===== src/rtl/fetch_stage.sv =====
// fetch_stage: instruction-fetch stage of the pipelined 16-bit TSC CPU.
// Owns the PC, requests instruction words over a ready-handshake memory port and fills the
// IF/ID pipeline register. Honours stall, redirect and halt from later stages.
//
// Ports:
//   clk, reset_n          clock, asynchronous active-low reset
//   i_read_m, i_address   instruction-memory read request and address
//   i_data, i_input_ready instruction word and its one-cycle response strobe
//   stall                 hold IF/ID, stop PC advance
//   redirect, redirect_pc take a new PC and flush IF/ID
//   halt                  stop fetching until reset
//   if_id_inst, if_id_pc_plus1, if_id_valid   IF/ID register
//   opcode, func_code     decoded fields of if_id_inst
//   fetch_count           instructions loaded into IF/ID (wraps)
module fetch_stage #(
  parameter int unsigned          WORD_SIZE = 16,
  parameter logic [WORD_SIZE-1:0] RESET_PC  = '0
) (
  input  logic                 clk,
  input  logic                 reset_n,
  output logic                 i_read_m,
  output logic [WORD_SIZE-1:0] i_address,
  input  logic [WORD_SIZE-1:0] i_data,
  input  logic                 i_input_ready,
  input  logic                 stall,
  input  logic                 redirect,
  input  logic [WORD_SIZE-1:0] redirect_pc,
  input  logic                 halt,
  output logic [WORD_SIZE-1:0] if_id_inst,
  output logic [WORD_SIZE-1:0] if_id_pc_plus1,
  output logic                 if_id_valid,
  output logic [3:0]           opcode,
  output logic [5:0]           func_code,
  output logic [15:0]          fetch_count
);

  typedef enum logic [1:0] {StFetch, StDiscard, StHold, StHalted} state_e;

  state_e                state_q, state_d;
  logic [WORD_SIZE-1:0]  pc_q, pc_d;
  logic [WORD_SIZE-1:0]  inst_q, inst_d;
  logic [WORD_SIZE-1:0]  pc1_q, pc1_d;
  logic                  valid_q, valid_d;
  logic [15:0]           count_q, count_d;
  logic [WORD_SIZE-1:0]  skid_q, skid_d;
  logic [WORD_SIZE-1:0]  target_q, target_d;
  logic [WORD_SIZE-1:0]  pc_inc;

  assign pc_inc = pc_q + WORD_SIZE'(1);

  always_comb begin
    state_d  = state_q;
    pc_d     = pc_q;
    inst_d   = inst_q;
    pc1_d    = pc1_q;
    valid_d  = valid_q;
    count_d  = count_q;
    skid_d   = skid_q;
    target_d = target_q;
    if (halt) begin
      state_d = StHalted;
      valid_d = 1'b0;
    end else begin
      unique case (state_q)
        StFetch: begin
          if (i_input_ready) begin
            if (redirect) begin
              pc_d    = redirect_pc;
              valid_d = 1'b0;
            end else if (stall) begin
              // Response cannot enter IF/ID yet; park it and stop requesting.
              skid_d  = i_data;
              pc_d    = pc_inc;
              state_d = StHold;
            end else begin
              inst_d  = i_data;
              pc1_d   = pc_inc;
              valid_d = 1'b1;
              pc_d    = pc_inc;
              count_d = count_q + 16'd1;
            end
          end else if (redirect) begin
            // A request is in flight; its response must be consumed before retargeting.
            target_d = redirect_pc;
            valid_d  = 1'b0;
            state_d  = StDiscard;
          end else if (!stall) begin
            valid_d = 1'b0;
          end
        end
        StDiscard: begin
          if (redirect) target_d = redirect_pc;
          if (i_input_ready) begin
            pc_d    = redirect ? redirect_pc : target_q;
            state_d = StFetch;
          end
        end
        StHold: begin
          if (redirect) begin
            pc_d    = redirect_pc;
            valid_d = 1'b0;
            state_d = StFetch;
          end else if (!stall) begin
            // PC already advanced past the parked word, so it is that word's pc_plus1.
            inst_d  = skid_q;
            pc1_d   = pc_q;
            valid_d = 1'b1;
            count_d = count_q + 16'd1;
            state_d = StFetch;
          end
        end
        StHalted: begin
          valid_d = 1'b0;
        end
      endcase
    end
  end

  always_ff @(posedge clk or negedge reset_n) begin
    if (!reset_n) begin
      state_q  <= StFetch;
      pc_q     <= RESET_PC;
      inst_q   <= '0;
      pc1_q    <= '0;
      valid_q  <= 1'b0;
      count_q  <= '0;
      skid_q   <= '0;
      target_q <= '0;
    end else begin
      state_q  <= state_d;
      pc_q     <= pc_d;
      inst_q   <= inst_d;
      pc1_q    <= pc1_d;
      valid_q  <= valid_d;
      count_q  <= count_d;
      skid_q   <= skid_d;
      target_q <= target_d;
    end
  end

  // In DISCARD the PC has not moved yet, so it is still the outstanding address.
  assign i_read_m       = reset_n && ((state_q == StFetch) || (state_q == StDiscard));
  assign i_address      = pc_q;
  assign if_id_inst     = inst_q;
  assign if_id_pc_plus1 = pc1_q;
  assign if_id_valid    = valid_q;
  assign opcode         = inst_q[WORD_SIZE-1 -: 4];
  assign func_code      = inst_q[5:0];
  assign fetch_count    = count_q;

endmodule

===== config.mk =====
export PLATFORM = sky130hd
export DESIGN_NAME = fetch_stage
export DESIGN_NICKNAME = d
export VERILOG_FILES = /design/src/rtl/fetch_stage.sv
export SDC_FILE = /design/constraint.sdc
export NUM_CORES = 1
export LEC_CHECK = 0
export CAP_MARGIN = 20
export CORE_ASPECT_RATIO = 0.5
export CORE_MARGIN = 3
export CORE_UTILIZATION = 56
export DETAILED_ROUTE_END_ITERATION = 7
export PLACE_DENSITY = 0.93
export SYNTH_ARGS = -nofsm -noshare
export SYNTH_HDL_FRONTEND = slang
export SYNTH_SLANG_ARGS = --single-unit

===== constraint.sdc =====
create_clock -name clk -period 5.3 [get_ports clk]
set_clock_uncertainty 0.1 [all_clocks]
set_input_delay 0.795 -clock clk [delete_from_list [all_inputs] [get_ports clk]]
set_output_delay 0.795 -clock clk [all_outputs]
set_load 0.1 [all_outputs]

==> metrics.txt, run 1 <==
I/O Pins=114; DRT Wirelength=13800 um; hold_buf cts=0; fmax=0.286 GHz; Seq/Total Area, Yosys=45.7%; commonest non-fill, non-tap cell in the layout=clkdlybuf4s50_1; reg-to-reg slack, setup=2.21 ns; Final Cycle Share=66.1%; Starting Density=59.8%; post-route ant nets=0; Synth Warn #=0; most frequent cells in the layout=111 x clkdlybuf4s50_1, 99 x dfrtp_1, 53 x nand2_1; CTS Sinks=99; Port Buf Inserts=113; share of post-route cells with drive strength above 1=10.9%; die area=11000 um^2; max_cap viols=0; Clock Latency Late Sink=0.35 ns; Reg clk slew, reported paths=0.07 ns; cell count after synthesis=539; Worst-Margin Slew=roughly 1.1 ns; post-CTS sizing=0; #FFs+latches synth=99; Post-synth EDFFs=0; Sequential cell area=2480 um^2; H-tree depth=3; Hold WC Path Type=flop to flop; Vias per Instance=~6; count of different cell masters after synthesis=59; DR iter-0 viols=407; crit-path max FO=9; postcts setup bufs=0; WHS Path Cells=1; DRC=0; reg2reg start=state_q[0]; Mapped Avg Cell Area=10.1 um^2; Die Height=75.6 um; Min-Delay Endpoint=fetch_count[15]; num rows=24; async set-reset flop share out of synthesis=100%; Setup TNS Final=0 ns; type of origin of the critical path=flop; first-pass GRT wire length=approximately 22000 um; CP arrival=2.61 ns; vias in the first global route=4349; status=complete, no violations; initial antenna violation count=0; # setup viols final=0; r2r worst-path depth=7; prevailing post-synth register cell=dfrtp_1; routability cong.=around 0.86; Total GRT Usage=around a quarter; Horiz. Die Dim=between 100 and 150 um; DP HPWL=9490 um; Syn-to-layout area delta=25.8%; TritonRoute pass-1 iters=5; CP Data Required Time=roughly 4.4 ns; grt ovf=0; worst-case headroom to the max-slew limit=29.7%; CTS tree=done; Wirelength per Cell=approximately 18 um; via count=4504; max-slew violation count=0; Min Clock Period, post-route=roughly 3.5 ns; Multi-input gate area=2670 um^2; HP Start=fetch_count[15]; RSZ-0062 raised after global routing=false; Final Hold Viols=0; largest buffer count on any clock path=2; clock root cell=clkbuf_16; Num CTS Buffers=9; post-synth net total=between 500 and 600; FF-to-FF End=i_address[0]; largest net degree at the start of global routing=61; Fillers=about 640; Crit. End Element=output port; Inserted Diodes=0; nets=approximately 670; Post-Syn Area=5430 um^2; core area=9070 um^2; Setup CP Type=flop to output port
critical path, stage by stage (launching register included):
cell and delay [ns]:
dfrtp_1 0.43, inv_1 0.13, ha_1 0.36, o21a_1 0.19
clkdlybuf4s50_1 1.14
state kept, by name, indices dropped and copies added, names as in the netlist:
| signal | count |
|---|---|
| fetch_count | 16 |
| i_address | 16 |
| if_id_inst | 16 |
| if_id_pc_plus1 | 16 |
| if_id_valid | 1 |
| skid_q | 16 |
| state_q | 2 |
| target_q | 16 |
per-stage QoR:
step / util (%) / hold WS [ns] / instance area, um^2 / instances / setup slack (ns)
CTS: 75.3 / 0.378 / 6830 / 754 / 1.83
finish: 75.3 / 0.376 / 6830 / 754 / 1.80
global placement: 72.0 / 0.362 / 6530 / 738 / 2.15
floorplan: - / 0.375 / 5430 / 539 / 2.62
global route: 75.3 / 0.389 / 6830 / 754 / 1.76
detailed placement: 72.0 / 0.368 / 6530 / 738 / 2.07
synthesized netlist by cell type, types with 12 or more instances:
cell	instances	area, um^2
mux2i_1	32	320
nor2_1	17	63.8
nand2_1	53	199
inv_1	14	52.6
buf_4	12	90.1
dfrtp_1	99	2480
o21ai_0	48	240
mux2_2	35	394
nor3_1	20	100
nor4_1	16	100
xnor2_1	19	166
clkbuf_1	23	86.3
logic make-up (layout without fill, tap and decap cells):
kind of cell / count (synthesis) / count (layout) / synth area share [%]
DFF: 99 / 99 / 45.7
AOI/OAI and AO/OA: 111 / 111 / 13.5
adders and majority gates: 8 / 8 / 1.85
xor gates and xnor gates: 30 / 30 / 4.84
and+or+nand+nor: 161 / 161 / 15.5
buffers and inverters: 63 / 148 / 5.47
muxes: 67 / 67 / 13.2
cell type report:
type / instances / share of cell area [%]
Sequential cell: 99 / 36.3
Clock buffer: 10 / 3.35
Timing Repair Buffer: 118 / 17.0
Clock inverter: 6 / 1.06
Tap cell: 130 / 2.38
Multi-Input combinational cell: 377 / 39.1
Inverter: 14 / 0.770
worst max-delay path by stage:
stage	startpoint	to	cells after the start
2_1_floorplan	i_address[0]	i_address[8]	6
3_3_place_gp	i_input_ready	skid_q[15]	4
3_5_place_dp	i_input_ready	skid_q[14]	4
4_1_cts	state_q[1]	i_read_m	4
5_1_grt	state_q[1]	i_read_m	4
6_report	state_q[1]	i_read_m	4
per-layer routing:
metal  global-route usage (%)  part of all wire, %  up-vias
li1                         -                    -     2093
met1                     30.8                   42     2185
met2                     46.8                   50      204
met3                     5.82                  6.1       22
met4                     7.57                  1.3        0
met5                        0                    0        -
Power of run 1 is not shown: default switching activity piles up to over one toggle a cycle in this logic, so the estimate is an artifact.
==> inputs of run 2 (changes only) <==
Settings changed: CORE_UTILIZATION 56 to 47, PLACE_DENSITY 0.93 to 0.83.
Clock period 5.3 ns to 3 ns, I/O delays scaled along.
==> run 2 against run 1 <==
Against the previous run:
- flip-flop and latch count did not move
- cell area fell by 0.40%
- sequential share of layout area rose by 0.15 points
- critical endpoint is now i_address[0]
- largest cell class unchanged
==> metrics.txt, run 2 (synthesis results as in run 1) <==
WHS Path Cells=1 (unchanged); I/O Pins=114 (unchanged); Clock Latency Late Sink=0.35 ns (about the same); FF-to-FF End=i_address[0]; Worst-Margin Slew=0.793 ns (-0.258 ns); most frequent cells in the layout=99 x dfrtp_1, 90 x buf_4, 53 x nand2_1; DR iter-0 viols=336 (-17%); Final Cell Area=6800 um^2 (-0.40%); status=complete, no violations; Min Clock Period, post-route=2.72 ns; Final Hold Viols=0 (unchanged); hold_ws=0.375 ns (-0.000524 ns); num rows=27 (+13%); r2r worst-path depth=6 (-1); vias in the first global route=4089 (-6.0%); DRT Wirelength=13100 um (-4.8%); H-tree depth=3 (unchanged); share of post-route cells with drive strength above 1=24.4% (+14 points); post-route ant nets=0 (unchanged); Setup TNS Final=0 ns (unchanged); Final Cycle Share=about nine tenths; placed cell areas=6450 um^2 (-1.1%); CP arrival=2.87 ns (+0.26 ns); CTS Sinks=99 (unchanged); Hold WC Path Type=flop to flop; die area=12900 um^2 (+18%); # setup viols final=0 (unchanged); Fillers=901 (+40%); TritonRoute pass-1 iters=5 (unchanged); core area=11100 um^2 (+23%); max-slew violation count=0 (unchanged); crit-path max FO=21 (+12); RSZ-0062 raised after global routing=false; Max stage delay on crit path=0.68 ns (-0.46 ns); grt ovf=0 (unchanged); Crit. End Element=flop; Syn-to-layout area delta=25.3%; initial antenna violation count=0 (unchanged); Setup CP Type=flop to flop; CP Data Required Time=3.14 ns (-1.27 ns); Reg clk slew, reported paths=0.07 ns (about the same); commonest non-fill, non-tap cell in the layout=dfrtp_1; Util after Layout=61.2% (-14 points); reg-to-reg slack, setup=0.28 ns (-1.93 ns); crit-path cells=inv_1 > ha_1 > nor2b_1 > or3_1 > a21oi_1 > a221oi_1; Die Height=82.0 um (+8.4%); CTS tree=done; routability cong.=0.841 (-1.9%); nets=676 (+1.7%); DP HPWL=9390 um (-1.0%); largest buffer count on any clock path=2 (unchanged); Inserted Diodes=0 (unchanged); Starting Density=48.8% (-11 points); first-pass GRT wire length=21000 um (-5.2%); Num CTS Buffers=9 (unchanged); via count=4401 (-2.3%); fmax=between 0.3 and 0.4 GHz; type of origin of the critical path=flop; Horiz. Die Dim=158 um (+8.8%); Port Buf Inserts=113 (unchanged); Total GRT Usage=20.5% (-4.9 points); Vias per Instance=5.64 (-5.5%); worst-case headroom to the max-slew limit=47.2% (+17 points); HP Start=fetch_count[15]; clock root cell=clkbuf_16; Wirelength per Cell=16.8 um (-8.0%); reg2reg start=state_q[0]; largest net degree at the start of global routing=50 (-18%); DRC=0 (unchanged); max_cap viols=0 (unchanged); CP max-delay cell=or3_1; Min-Delay Endpoint=fetch_count[15]
==> run 2: through the flow <==
| stage | std cells | setup slack (ns) |
|---|---|---|
| 2_1_floorplan | 539 | 0.317 |
| 3_3_place_gp | 763 | 0.332 |
| 3_5_place_dp | 763 | 0.277 |
| 4_1_cts | 780 | 0.336 |
| 5_1_grt | 780 | 0.00297 |
| 6_report | 780 | 0.277 |
==> run 2: what timing repair did <==
item	CTS	global route
endpoints found under the hold margin	20	0
setup endpoints to repair	0	0
hold buffers	1	0
resized for setup	0	0
buffers inserted	0	0
==> run 2: worst max-delay path by stage <==
stage	startpoint	endpoint	slack, ns	cells after the start
global placement	i_input_ready	i_address[0]	0.33	5
detailed placement	i_input_ready	i_address[0]	0.28	5
floorplan	i_address[0]	i_address[8]	0.32	6
finish	state_q[0]	i_address[0]	0.28	6
CTS	state_q[0]	i_address[0]	0.34	6
global route	state_q[0]	i_address[0]	0.003	6
==> run 2: layout make-up <==
cell class	count	area (um^2)	share of cell area, %
clock inverter	5	82.6	1.21
sequential	99	2480	36.4
inverter	14	52.6	0.773
tap	145	181	2.67
multi-input combinational	377	2670	39.3
timing repair buffer	129	1080	15.9
clock buffer	11	253	3.72
==> run 2: critical path: cells and delay by family, from the launching register on <==
kind / cells / cell delay, ns
AO/OA/AOI/OAI: 2 / 0.47
adder cells (fa/ha/maj): 1 / 0.18
buffers and inverters: 1 / 0.15
flip-flops: 1 / 0.43
AND/OR/NAND/NOR: 2 / 1.29
==> run 2: metal layers <==
layer  vias up  global-route usage (%)  share of wire [%]
li1       2116                       -                  -
met1      2129                    27.8                 45
met2       139                    33.6                 48
met3        17                    4.68                5.4
met4         0                    5.32                1.2
met5         -                       0                  0
Power of run 2 is left out for the same reason.
==> RTL edit: new RTL, settings of run 2 <==
The parameter `WORD_SIZE` goes from 16 to 32.
--- a/src/rtl/fetch_stage.sv
+++ b/src/rtl/fetch_stage.sv
@@ -15,3 +15,3 @@
 module fetch_stage #(
-  parameter int unsigned          WORD_SIZE = 16,
+  parameter int unsigned          WORD_SIZE = 32,
   parameter logic [WORD_SIZE-1:0] RESET_PC  = '0
Interface: changed (5 resized); port bits go from 114 to 194. No check against the original RTL was run, so the function may have changed too.
==> RTL edit against run 2 <==
Cell area up 75%. Worst setup slack better by 0.089 ns. Sequential cell count grew 80. Routed wire length is 100% higher. Via count grew 84%. Synthesized area grew 74%. Largest cell class unchanged.
Power is left out: the tool's default activity adds up to more than one toggle a clock period on the data nets, which glitch-free logic cannot reach.
==> RTL edit: results (changes against run 2) <==
By count the netlist is led by dfrtp_1, nor2_1, a21oi_1, mux2_2, clkbuf_1. The number of buffers between clock root and the deepest sink is 2 (unchanged). The count of buffers added by post-CTS timing repair for setup was 0 (unchanged); the proportion of register bits with asynchronous set or reset after synthesis was 1.000 (unchanged). Clock latency reported for the late side of the worst-skew pair: 0.44 ns (+0.09 ns).

The number of inserted diodes came out at 0 (unchanged). The run gives 17 (+8) as the clock buffer count from CTS. The global route total overflow came out at 0 (unchanged). The flow ran to the end, and the final reports show no timing, DRC or antenna violations.

Post-cts repair resize count: 0 (unchanged). For the fraction of the yosys area taken by sequential cells, the log shows 0.4744 (+0.01772). The worst setup slack for register-to-register paths was 0.37 ns (+0.09 ns). The max-slew headroom at the worst pin was 0.3049 (-0.1667). The placed wire-length estimate was 18.82 mm (+100%). The ratio of cells with drive above 1 in the final layout is 0.2469 (+0.002775). The total nets after synthesis came out at 1,024 (+75%). The number of cell instances on the worst register-to-register path works out to 8 (+2). In this run the worst hold path is classified as in2async.

The final-stage net count is 1,181 (+75%). For the final estimated routing congestion in global placement, the log shows 0.8943 (+6.4%). The number of vias per cell after detailed routing came out at 5.881 (+4.2%). The run gives 0.2423 (+0.03762) as the global-route total usage across every layer. The startpoint identified for the worst register-to-register timing path is state_q[1]$_DFFE_PN0P_. The run gives 0 (unchanged) as the number of antenna violations at the first check in global routing.

For the count of unique library cells instantiated by Yosys, the log shows 65 (+10%). Number of input and output port buffers inserted: 193 (+71%). For this run, the leading register cell type out of synthesis is dfrtp_1. In the post-synthesis netlist, the biggest area contributors are dfrtp_1, mux2_2, a21oi_1. For the via count of the first global-routing pass, the log shows 7,857 (+92%). The tools report the endpoint of the lowest-slack register-to-register path as i_address[11]$_DFFE_PN0P_. The total wirelength of the detailed-routed design came out at 26.52 mm (+100%). Level count of the clock H-tree: 4 (+1). The detailed-routing iteration count for the pre-antenna-repair pass is 5 (unchanged).

For the first-iteration detailed-routing DRC count, the log shows 903 (+170%). The run gives 180 (+260%) as the largest net degree at the start of global routing. The total of warnings raised by yosys came out at 0 (unchanged). The top fanout value on the critical path was 12 (-43%); the first-pass GRT wire length was 42.08 mm (+100%). The cell sitting at the root of the clock tree is a clkbuf_16.

The CTS clock-pin slew for the worst setup and hold paths is 0.07 ns (about the same).
RTL edit: per-layer routing:
layer | vias to the layer above | wire [µm] | GRT usage
met5 | - | 0 | 0
met4 | 0 | 675 | 0.08418
met3 | 64 | 1827 | 0.05262
met2 | 324 | 12940 | 0.4012
met1 | 3975 | 11070 | 0.3158
li1 | 3735 | - | -
RTL edit: worst max-delay path by stage:
| stage | startpoint | to | slack [ns] | depth (start not counted) |
|---|---|---|---|---|
| after detailed placement | i_input_ready | state_q[0]$_DFFE_PN0P_ | 0.41 | 6 |
| after global routing | state_q[1]$_DFFE_PN0P_ | i_address[11]$_DFFE_PN0P_ | 0.21 | 8 |
| after CTS | state_q[1]$_DFFE_PN0P_ | i_read_m | 0.38 | 5 |
| after floorplan | i_address[11]$_DFFE_PN0P_ | if_id_pc_plus1[31]$_DFFE_PN0P_ | 0.00009 | 7 |
| final | state_q[1]$_DFFE_PN0P_ | i_read_m | 0.37 | 5 |
| after global placement | i_input_ready | state_q[1]$_DFFE_PN0P_ | 0.48 | 6 |
RTL edit: cells by family (layout without fill, tap and decap cells):
group,Yosys count,count (layout),synth area share
AOI/OAI and AO/OA,226,226,0.1525
xor gates and xnor gates,46,46,0.04267
adders and majority gates,6,6,0.007950
buffers and inverters,100,270,0.04889
DFF,179,179,0.4744
muxes,112,112,0.1281
and+or+nand+nor,279,279,0.1455
RTL edit: layout make-up:
type	instances	area, µm²
multi-input combinational	669	4531
inverter	15	56.30
tap	259	324.1
timing repair buffer	223	1918
sequential	179	4479
clock inverter	13	168.9
clock buffer	19	452.9
fill	1530	7119
RTL edit: critical path: stages (launching register included):
cell,delay [ns]
dfrtp_1,0.43
inv_1,0.12
ha_1,0.45
nor2_1,0.21
nor2b_1,0.24
buf_12,0.20
RTL edit: metrics by stage:
step / cells / hold slack [ns] / utilization / instance area, µm² / worst slack [ns]
2_1_floorplan: 948 / 0.05441 / - / 9443 / 0.00008771
3_3_place_gp: 1345 / 0.3804 / 0.5936 / 11310 / 0.4799
3_5_place_dp: 1345 / 0.3918 / 0.5936 / 11310 / 0.4057
4_1_cts: 1377 / 0.1893 / 0.6263 / 11930 / 0.3807
5_1_grt: 1377 / 0.2125 / 0.6263 / 11930 / 0.2068
6_report: 1377 / 0.02417 / 0.6263 / 11930 / 0.3665
